## src/rtl/dm_bus_arbiter_pkg.sv

```systemverilog
// dm_bus_arbiter_pkg
//   Shared definitions for the debug-module bus arbiter: bus field widths,
//   the read pattern returned on a watchdog-forced completion, and the
//   FSM state encoding.
package dm_bus_arbiter_pkg;

   localparam int ADDR_W = 20;
   localparam int DATA_W = 32;

   localparam logic [DATA_W-1:0] BUS_ERR_RDATA = 32'hFFFF_FFFF;

   typedef enum logic {
      ST_IDLE = 1'b0,
      ST_BUSY = 1'b1
   } state_t;

endpackage

```

## src/rtl/dm_bus_arbiter_rr_pick.sv

```systemverilog
// dm_bus_arbiter_rr_pick
//   Combinational round-robin picker. Scans req starting at ptr and moving
//   upward with wrap-around; the first set bit wins.
// Ports:
//   req    in  N      request vector
//   ptr    in  IDX_W  starting index of the scan (must be < N)
//   winner out IDX_W  index of the selected requester (0 when none)
//   any    out 1      at least one request is set
module dm_bus_arbiter_rr_pick #(
   parameter int N     = 2,
   parameter int IDX_W = (N > 1) ? $clog2(N) : 1
) (
   input  logic [N-1:0]     req,
   input  logic [IDX_W-1:0] ptr,
   output logic [IDX_W-1:0] winner,
   output logic             any
);

   // Walk offsets from farthest to nearest so the nearest set bit is the
   // last one written and therefore wins.
   always_comb begin
      winner = '0;
      any    = 1'b0;
      for (int i = N - 1; i >= 0; i--) begin
         if (req[(int'(ptr) + i) % N]) begin
            winner = IDX_W'((int'(ptr) + i) % N);
            any    = 1'b1;
         end
      end
   end

endmodule

```

## src/rtl/dm_bus_arbiter.sv

```systemverilog
// dm_bus_arbiter
//   Shares the debug module's single hart-side bus port among NUM_HART
//   debug-ROM requesters. Round-robin, one outstanding transaction, request
//   fields latched at grant. Optional watchdog forces an error completion.
//
//   state   | meaning
//   --------+-------------------------------------------------------------
//   ST_IDLE | no transaction; arbitrate among s_bus_valid, m_bus_valid low
//   ST_BUSY | granted transaction on m_bus_*, waiting for m_bus_ready/timeout
//
// Ports:
//   clk, resetn               clock, async active-low reset
//   s_bus_valid/write         per-hart request valid / write flag
//   s_bus_addr/wdata          per-hart packed address / write data
//   s_bus_ready               per-hart completion pulse (one-hot or zero)
//   s_bus_rdata               shared read data, valid with s_bus_ready
//   m_bus_*                   downstream debug-module bus port
//   grant_idx                 current or last granted hart
//   timeout_err               one-cycle pulse when the watchdog fires
module dm_bus_arbiter
   import dm_bus_arbiter_pkg::*;
#(
   parameter int NUM_HART = 2,
   parameter int TIMEOUT  = 0,
   parameter int IDX_W    = (NUM_HART > 1) ? $clog2(NUM_HART) : 1
) (
   input  logic                       clk,
   input  logic                       resetn,
   input  logic [NUM_HART-1:0]        s_bus_valid,
   output logic [NUM_HART-1:0]        s_bus_ready,
   input  logic [NUM_HART-1:0]        s_bus_write,
   input  logic [NUM_HART*ADDR_W-1:0] s_bus_addr,
   input  logic [NUM_HART*DATA_W-1:0] s_bus_wdata,
   output logic [DATA_W-1:0]          s_bus_rdata,
   output logic                       m_bus_valid,
   input  logic                       m_bus_ready,
   output logic                       m_bus_write,
   output logic [ADDR_W-1:0]          m_bus_addr,
   output logic [DATA_W-1:0]          m_bus_wdata,
   input  logic [DATA_W-1:0]          m_bus_rdata,
   output logic [IDX_W-1:0]           grant_idx,
   output logic                       timeout_err
);

   localparam int WD_W  = (TIMEOUT > 0) ? $clog2(TIMEOUT + 1) : 1;
   localparam int WD_TC = (TIMEOUT > 0) ? TIMEOUT - 1 : 0;

   state_t            state;
   logic [IDX_W-1:0]  rr_ptr;
   logic [WD_W-1:0]   wd_cnt;
   logic [IDX_W-1:0]  pick_idx;
   logic              pick_any;
   logic              done_ok;
   logic              wd_fire;
   logic              complete;

   dm_bus_arbiter_rr_pick #(
      .N     (NUM_HART),
      .IDX_W (IDX_W)
   ) u_rr_pick (
      .req    (s_bus_valid),
      .ptr    (rr_ptr),
      .winner (pick_idx),
      .any    (pick_any)
   );

   // A downstream ready in the timeout cycle takes priority: wd_fire
   // requires m_bus_ready low.
   assign done_ok  = (state == ST_BUSY) && m_bus_valid && m_bus_ready;
   assign wd_fire  = (TIMEOUT > 0) && (state == ST_BUSY) && !m_bus_ready &&
                     (wd_cnt == WD_W'(WD_TC));
   assign complete = done_ok || wd_fire;

   assign timeout_err = wd_fire;
   assign s_bus_rdata = wd_fire ? BUS_ERR_RDATA : m_bus_rdata;

   always_comb begin
      s_bus_ready = '0;
      for (int i = 0; i < NUM_HART; i++) begin
         if (complete && (grant_idx == IDX_W'(i))) s_bus_ready[i] = 1'b1;
      end
   end

   always_ff @(posedge clk or negedge resetn) begin
      if (!resetn) begin
         state       <= ST_IDLE;
         rr_ptr      <= '0;
         grant_idx   <= '0;
         m_bus_valid <= 1'b0;
         m_bus_write <= 1'b0;
         m_bus_addr  <= '0;
         m_bus_wdata <= '0;
         wd_cnt      <= '0;
      end else begin
         case (state)
            ST_IDLE: begin
               if (pick_any) begin
                  grant_idx   <= pick_idx;
                  m_bus_write <= s_bus_write[pick_idx];
                  m_bus_addr  <= s_bus_addr[int'(pick_idx)*ADDR_W +: ADDR_W];
                  m_bus_wdata <= s_bus_wdata[int'(pick_idx)*DATA_W +: DATA_W];
                  m_bus_valid <= 1'b1;
                  wd_cnt      <= '0;
                  state       <= ST_BUSY;
               end
            end
            ST_BUSY: begin
               if (complete) begin
                  // Dropping valid for a cycle lets the debug module's
                  // ready toggle re-arm before the next transaction.
                  m_bus_valid <= 1'b0;
                  rr_ptr      <= (grant_idx == IDX_W'(NUM_HART - 1)) ?
                                 '0 : grant_idx + 1'b1;
                  state       <= ST_IDLE;
               end else if (wd_cnt != '1) begin
                  wd_cnt <= wd_cnt + 1'b1;
               end
            end
            default: state <= ST_IDLE;
         endcase
      end
   end

endmodule

```

## config.mk

```make
export PLATFORM = sky130hd
export DESIGN_NAME = dm_bus_arbiter
export DESIGN_NICKNAME = d
export VERILOG_FILES = /design/src/rtl/dm_bus_arbiter_pkg.sv /design/src/rtl/dm_bus_arbiter_rr_pick.sv /design/src/rtl/dm_bus_arbiter.sv
export SDC_FILE = /design/constraint.sdc
export NUM_CORES = 1
export LEC_CHECK = 0
export ABC_AREA = 1
export BUFFER_PORTS_ARGS = -buffer_cell sky130_fd_sc_hd__buf_2
export CORE_ASPECT_RATIO = 1.25
export CORE_MARGIN = 4
export CORE_UTILIZATION = 38
export DETAILED_ROUTE_END_ITERATION = 10
export PLACE_DENSITY = 0.83
export RECOVER_POWER = 100
export SLEW_MARGIN = 10
export SYNTH_ARGS = -nofsm -noshare
export SYNTH_HDL_FRONTEND = slang
export SYNTH_SLANG_ARGS = --single-unit
```

## constraint.sdc

```tcl
create_clock -name clk -period 1.4 [get_ports clk]
set_clock_uncertainty 0.2 [all_clocks]
set_input_delay 0.21 -clock clk [delete_from_list [all_inputs] [get_ports clk]]
set_output_delay 0.21 -clock clk [all_outputs]
set_load 0.05 [all_outputs]
```

==> flow_summary.yaml, run 1 <==
routing:
  drt-met1-wl_mm: 4.342
  wl_met2_mm: 6.351
  drtIter0Drc: 222
  wl_met3_um: 962
  first_pass_iters: 7
  vias: 4115
  wl_per_cell_um: 14.98
  ant_nets: 0
  viasPerCell: 4.847
  wirelength_mm: 12.72
  remaining_drc_errors: 0
  dr.max_layer_used: "met4"
global_routing:
  grt-ovfl-total: 0
  first_global_vias: 4106
  grt_usage_pct: 23.40
  grt_max_degree: 58
  antenna_found_initial: 0
  grt_first_pass_wirelength_mm: 19.50
clocking:
  clk_path_buf_depth: 2
  worstSkewPairLatency_ns: 0.32
  path_clk_slew_ns: 0.06
  cts_tree: "done"
  htree_levels: 3
  cts_root_buffer: "clkbuf_8"
  clock_sinks: 57
  numCtsBuffers: 9
synth:
  postSynthAreaPerCell_um2: 6.852
  synth_top_area_share_pct: 41.14
  syn-num-nets: 649
  synth_seq_cells: 57
  yosysUniqueCellTypes: 16
  ys_top_cells_by_area: "dfrtp_1, nand2_1, nand3_1"
  yosysTopAreaCell: "dfrtp_1"
  synthCells: 506
  syn_area_mm2: 0.003467
  synth_seq_area_share_pct: 41.14
  yosysWarnings: 0
critical_path:
  r2r_end: "m_bus_addr[5]"
  critPathCaptureType: "output port"
  crit_path_start: "m_bus_valid"
  reg2reg_depth: 7
  endpoint: "s_bus_ready[1]"
  crit_type: "flip-flop to output port"
  critPathRequiredTime_ns: 0.99
  start_kind: "flip-flop"
  r2r_start: "state"
  r2r_setup_slack_ns: -0.05
  crit_arrival_ns: 1.16
  cp_max_fo: 3
finish:
  final_area_mm2: 0.005454
  areaGrowthSynthToFinish_pct: 57.31
  nFillCells: 710
  nets: 867
  drive_above_1_share_pct: 28.98
power_and_ir_drop:
  p_per_area_mw_per_mm2: 2111
  leakage_uw: 0.003269
  ir_drop_uv: 1396
run_status:
  status: "finished, violations left"
  violations: "negative setup slack"
placed_design:
  place_ws_ns: -0.00002975
  io_buffers: 167
  place_congestion: 0.8284
  hpwl_mm: 6.824
  dpl_cell_area_mm2: 0.004217
die:
  die_h_um: 114.8
  dieWidth_um: 93.44
  ioPinCount: 233
  initial_core_util_pct: 39.42
  num_rows: 38
  die_area_mm2: 0.01073
  core_mm2: 0.008796
sta:
  maxSlewViolCount: 0
  fin_ws_ns: -0.1672
  final_hold_viol_count: 0
  fin_crit_sh_pct: 111.9
  period_needed_ns: 1.567
  max_slew.worst_pin.slew_ns: 0.5239
  slew-limit-headroom_pct: 65.08
  rsz0062_at_grt: "yes"
  holdWs_ns: 0.01541
  fin_setup_tns_ns: -1.129
  setup_viol: 49
  max_freq_mhz: 638.1
min_path:
  min_from: "s_bus_wdata[47]"
  hold_class: "input port to flip-flop"
job:
  max_cap_violations: 0
## layout make-up
| cell class | count | area (um2) | area share [%] |
|---|---|---|---|
| repair buffers | 267 | 2021 | 37.05 |
| flip-flops and latches | 57 | 1429 | 26.20 |
| multi-input cells | 277 | 1229 | 22.53 |
| inverters | 112 | 427.9 | 7.846 |
| clock buffers | 12 | 155.1 | 2.845 |
| well taps | 120 | 150.1 | 2.753 |
| clock inverters | 3 | 40.04 | 0.7341 |
| diodes | 1 | 2.502 | 0.04588 |
## cell usage after synthesis
cell type and instances:
buf_2 14, o21ai_4 1, inv_1 111, buf_6 5, a21oi_1 1, buf_4 37, dfrtp_1 57, conb_1 1
inv_2 1, nand2_2 1, nand3_1 107, nand2_4 1, clkbuf_1 4, nor2_1 2, nand2_1 160, o21ai_0 3
## per-stage QoR
step / cells / util, % / power [uW]
2_1_floorplan: 506 / - / 7748
3_3_place_gp: 745 / 47.94 / 8989
3_5_place_dp: 745 / 47.94 / 9079
4_1_cts: 845 / 60.61 / 11160
5_1_grt: 848 / 61.98 / 12160
6_report: 849 / 62.01 / 11510
## critical path: stages, from the launching register on
cell and delay (ns):
dfrtp_2 0.40, nand3_4 0.12, nor2_4 0.16, buf_8 0.16
## cells in the final DEF, fill, tap and decap left out, drive strengths merged
cell / instances
dlygate4sd3: 79
bufinv: 1
nand3: 107
nor2: 2
clkbuf: 39
a21oi: 1
conb: 1
buf: 161
clkinv: 2
inv: 112
o21ai: 4
dfrtp: 57
diode: 1
nand2: 162
## report_power, final
part           switching, uW  internal (uW)
Sequential               494           2480
Combinational           4860           2140
Clock                    634            904
## per-layer routing
layer,GRT usage [%],vias to the layer above
li1,-,1902
met1,24.36,1849
met2,39.65,260
met3,5.039,104
met4,20.23,0
met5,0,-
## cell families after synthesis
| group | synth area share (%) |
|---|---|
| and+or+nand+nor | 33.49 |
| AOI/OAI and AO/OA | 1.046 |
| buffers and inverters | 24.21 |
| other | 0.1082 |
| DFF | 41.14 |
## flip-flops by register name, indices dropped and copies added, names as in the netlist
register,flops
m_bus_addr,20
m_bus_valid,1
m_bus_write,1
grant_idx,1
m_bus_wdata,32
rr_ptr,1
state,1
## how the worst min path moves through the flow
stage	end	slack (ns)	cells past startpoint
after CTS	m_bus_valid	-0.008	3
after detailed placement	m_bus_wdata[3]	0.04	2
after global routing	m_bus_addr[18]	0.02	5
after floorplan	grant_idx	-0.29	0
after global placement	m_bus_addr[11]	0.03	2
final	m_bus_wdata[15]	0.02	5
## what timing repair did
item                                   in CTS  in global routing
cloned                                      2                  1
setup buffers                               4                  2
gates resized for setup                    17                 35
hold buffers                               79                  0
pin swaps                                   2                  2
endpoints found under the hold margin     111                  0
setup endpoints to repair                   7                 86
(Power assumes the default switching activity.)
==> inputs of run 2 (changes only) <==
- HOLD_SLACK_MARGIN: not set -> 0.15
==> flow_summary.yaml, run 2 (synthesized netlist as in run 1, its figures left out) <==
run_status:
  status: "finished, violations left"
  violations: "negative setup slack"
job:
  max_cap_violations: 0
clocking:
  cts-hold-fix-buffers: 107
  numCtsBuffers: 9
  cts_tree: "done"
  path_clk_slew_ns: 0.06
  clk_path_buf_depth: 2
  clock_sinks: 57
  htree_levels: 3
  worstSkewPairLatency_ns: 0.32
  cts_root_buffer: "clkbuf_8"
die:
  initial_core_util_pct: 39.42
  die_area_mm2: 0.01073
  core_mm2: 0.008796
  ioPinCount: 233
  dieWidth_um: 93.44
  die_h_um: 114.8
  num_rows: 38
critical_path:
  critical_path.slowest_cell: "dfrtp_2"
  cp_max_fo: 3
  crit_family: "flip-flops"
  worstSetupPathDepth: 3
  crit_arrival_ns: 1.15
  slowest_delay_ns: 0.40
  crit_buf_inv: 1
  start_kind: "flip-flop"
  critPathCaptureType: "output port"
  critPathRequiredTime_ns: 0.99
  crit_type: "flip-flop to output port"
  crit_chain: "nand3_4 > nor2_4 > buf_8"
  reg2reg_depth: 7
global_routing:
  grt_first_pass_wirelength_mm: 20.87
  grt_usage_pct: 25.17
  grt-ovfl-total: 0
  first_global_vias: 4380
  grt_max_degree: 58
  antenna_found_initial: 0
placed_design:
  place_ws_ns: -0.00002975
  place_congestion: 0.8284
  dpl_cell_area_mm2: 0.004217
  io_buffers: 167
  hpwl_mm: 6.824
routing:
  wirelength_mm: 13.70
  viasPerCell: 4.890
  ant_nets: 0
  wl_per_cell_um: 15.61
  first_pass_iters: 6
  vias: 4293
  drtIter0Drc: 280
  remaining_drc_errors: 0
sta:
  final_hold_viol_count: 0
  setup_viol: 54
  fin_ws_ns: -0.1585
  max_freq_mhz: 641.7
  period_needed_ns: 1.558
  slew-limit-headroom_pct: 51.38
  maxSlewViolCount: 0
  fin_crit_sh_pct: 111.3
  rsz0062_at_grt: "yes"
  max_slew.worst_pin.slew_ns: 0.7293
  holdWs_ns: 0.04136
finish:
  drive_above_1_share_pct: 27.91
  postLayoutCoreUtil_pct: 65.35
  layout_commonest_cell: "nand2_1"
  final_area_mm2: 0.005748
  final_cell_mix: "nand2_1, buf_2, inv_1"
  regMostFlops: "m_bus_wdata"
  nets: 895
  top_regs: "m_bus_wdata: 32 flops, m_bus_addr: 20 flops"
  largest_reg_flops: 32
  areaGrowthSynthToFinish_pct: 65.79
  nFillCells: 664
power_and_ir_drop:
  ir_drop_uv: 1423
  leakage_uw: 0.003388
  p_per_area_mw_per_mm2: 2029
  report.power.total_uw: 11660
min_path:
  hold_class: "input port to flip-flop"
  hold_depth: 3
-- run 2: cell count changes in the layout (fill, tap and decap cells not counted) --
cell	before	now
diode_2	1	2
dlygate4sd3_1	79	107
buf_2	134	131
clkbuf_4	25	28
buf_6	2	3
buf_4	14	13
-- run 2: metal layers --
metal | up-vias | part of all wire, % | global-route usage, % | wire length, um
li1 | 1959 | - | - | -
met1 | 1900 | 33 | 25.62 | 4469
met2 | 313 | 51 | 41.17 | 7014
met3 | 121 | 7.6 | 5.955 | 1043
met4 | 0 | 8.6 | 25.32 | 1176
met5 | - | 0 | 0 | 0
-- run 2: layout make-up --
class                   instances  area (um2)  area share (%)
well taps                     120       150.1           2.612
inverters                     112       427.9           7.444
diodes                          2       5.005         0.08707
flip-flops and latches         57        1429           24.86
clock buffers                  12       155.1           2.699
multi-input cells             277        1229           21.38
repair buffers                295        2312           40.23
clock inverters                 3       40.04          0.6966
-- run 2: per-stage QoR --
step                      setup TNS (ns)  std cells
final                             -1.156        878
after global routing              -4.926        876
after CTS                         -1.177        873
after detailed placement     -0.00002975        745
after global placement                 0        745
after floorplan                        0        506
-- run 2: repair_timing --
action / 4_1_cts / 5_1_grt
setup buffers: 4 / 2
gates resized for setup: 17 / 40
endpoints found under the setup margin: 7 / 89
pin swaps: 2 / 2
hold endpoints to repair: 112 / 2
gates cloned: 2 / 1
-- run 2: worst paths after layout --
path / start / endpoint / slack [ns]
max in group asynchronous: resetn / grant_idx / 0.09
worst max-delay path: m_bus_valid / s_bus_ready[1] / -0.16
worst min-delay path: s_bus_valid[0] / m_bus_valid / 0.04
min in group asynchronous: resetn / m_bus_wdata[2] / 0.37
worst max register to register: state / m_bus_wdata[21] / -0.07
worst min register to register: m_bus_wdata[5] / m_bus_wdata[5] / 0.28
-- run 2: where the power goes --
part	internal, uW	switching (uW)
combinational	2220	4910
clock	904	635
sequential	2480	513
-- run 2: worst min-delay path, delay by kind of cell --
| family | cells | cell delay [ns] |
|---|---|---|
| AO/OA/AOI/OAI | 2 | 0.20 |
| buffers and inverters | 1 | 0.12 |
==> inputs of run 3 (changes only) <==
--- a/config.mk
+++ b/config.mk
@@ -10,5 +10,5 @@
 export CORE_ASPECT_RATIO = 1.25
 export CORE_MARGIN = 4
-export CORE_UTILIZATION = 38
+export CORE_UTILIZATION = 40
 export DETAILED_ROUTE_END_ITERATION = 10
 export HOLD_SLACK_MARGIN = 0.15
==> constraint.sdc (replaced) <==
create_clock -name clk -period 1.6 [get_ports clk]
set_clock_uncertainty 0.2 [all_clocks]
set_input_delay 0.32 -clock clk [delete_from_list [all_inputs] [get_ports clk]]
set_output_delay 0.32 -clock clk [all_outputs]
set_load 0.05 [all_outputs]
==> flow_summary.yaml, run 3 (synthesized netlist as in run 1, its figures left out) <==
finish:
  top_regs: "m_bus_wdata: 32 flops, m_bus_addr: 20 flops"
  regMostFlops: "m_bus_wdata"
  instances_no_fill: 844
  drive_above_1_share_pct: 26.77
  largest_reg_flops: 32
  nets: 886
  layout_commonest_cell: "nand2_1"
  final_area_mm2: 0.005408
  final_cell_mix: "nand2_1, inv_1, buf_2"
  areaGrowthSynthToFinish_pct: 55.97
  n_antenna_cell: 0
routing:
  wl_met2_mm: 6.432
  vias: 4159
  drt-met1-wl_mm: 4.393
  wl_met3_um: 980
  wl_per_cell_um: 15.27
  viasPerCell: 4.928
  wirelength_mm: 12.89
  first_pass_iters: 8
  ant_nets: 0
  dr.max_layer_used: "met4"
  remaining_drc_errors: 0
  drtIter0Drc: 215
critical_path:
  start_kind: "flip-flop"
  cp_max_fo: 3
  r2r_setup_slack_ns: 0.05
  critPathCaptureType: "output port"
  reg2reg_depth: 4
  crit_arrival_ns: 1.15
  endpoint: "s_bus_ready[1]"
  r2r_start: "state"
  r2r_end: "state"
  critPathRequiredTime_ns: 1.08
  crit_path_start: "state"
  crit_type: "flip-flop to output port"
clocking:
  worstSkewPairLatency_ns: 0.32
  path_clk_slew_ns: 0.06
  clk_path_buf_depth: 2
  cts_root_buffer: "clkbuf_8"
  clock_sinks: 57
  htree_levels: 3
  cts_tree: "done"
  numCtsBuffers: 9
die:
  core_mm2: 0.008333
  dieWidth_um: 91.27
  die_area_mm2: 0.01023
  die_h_um: 112.1
  initial_core_util_pct: 41.61
  num_rows: 37
  ioPinCount: 233
power_and_ir_drop:
  p_per_area_mw_per_mm2: 1719
  leakage_uw: 0.003284
  ir_drop_uv: 1307
run_status:
  status: "finished, violations left"
  violations: "negative setup slack"
sta:
  maxSlewViolCount: 0
  setup_viol: 2
  period_needed_ns: 1.666
  fin_ws_ns: -0.06596
  final_hold_viol_count: 0
  holdWs_ns: 0.1590
  fin_crit_sh_pct: 104.1
  rsz0062_at_grt: "yes"
  max_slew.worst_pin.slew_ns: 0.7678
  slew-limit-headroom_pct: 48.81
  max_freq_mhz: 600.3
placed_design:
  placed_cells_incl_taps: 722
  io_buffers: 167
  place_ws_ns: 0.08009
  place_congestion: 0.7881
  dpl_cell_area_mm2: 0.004168
  hpwl_mm: 7.109
global_routing:
  antenna_found_initial: 0
  grt_usage_pct: 25.39
  grt_first_pass_wirelength_mm: 20.67
  first_global_vias: 4459
  grt-ovfl-total: 0
  grt_max_degree: 37
min_path:
  min_from: "s_bus_wdata[56]"
  hold_class: "input port to flip-flop"
job:
  max_cap_violations: 0
[run 3: critical path, cell delays in order, from the launching register on]
cell and delay [ns]:
dfrtp_1 0.41, nand3_4 0.12, nor2_4 0.13, buf_8 0.16
[run 3: area by class of cell]
cell class | instances | area [um2]
clock buffer | 11 | 141.4
timing repair buffer | 286 | 2058
tap | 97 | 121.4
fill | 633 | 2925
sequential | 57 | 1429
multi-input combinational | 277 | 1217
clock inverter | 4 | 20.02
inverter | 112 | 420.4
[run 3: repair_timing]
action / in CTS / in global routing
endpoints found under the hold margin: 110 / 0
resized for setup: 5 / 2
setup buffers: 1 / 0
gates cloned: 0 / 0
endpoints found under the setup margin: 2 / 2
hold buffers: 106 / 0
pin swaps: 2 / 0
[run 3: metal layers]
layer | track usage (%) | up-vias
met5 | 0 | -
met4 | 20.93 | 0
met3 | 6.903 | 109
met2 | 44.45 | 271
met1 | 24.69 | 1839
li1 | - | 1940
[run 3: how the worst min path moves through the flow]
stage                     slack, ns               to  cells past startpoint
final                          0.16  m_bus_wdata[24]                      5
after global routing           0.16  m_bus_wdata[24]                      5
after CTS                      0.15  m_bus_wdata[24]                      5
after detailed placement       0.15      m_bus_write                      2
after global placement         0.15  m_bus_wdata[30]                      2
after floorplan               -0.18        grant_idx                      0
[run 3: power by group]
group | switching (uW) | total (uW) | internal [uW]
Combinational | 4120 | 5530 | 1410
Clock | 534 | 1120 | 584
Sequential | 478 | 2650 | 2170
[run 3: per-stage QoR]
stage	TNS (ns)	util (%)	total power, uW
global placement	0	50.02	7777
CTS	-0.1278	65.02	9286
finish	-0.1100	64.89	9298
global route	-2.808	64.89	9844
detailed placement	0	50.02	7897
floorplan	0	-	6766
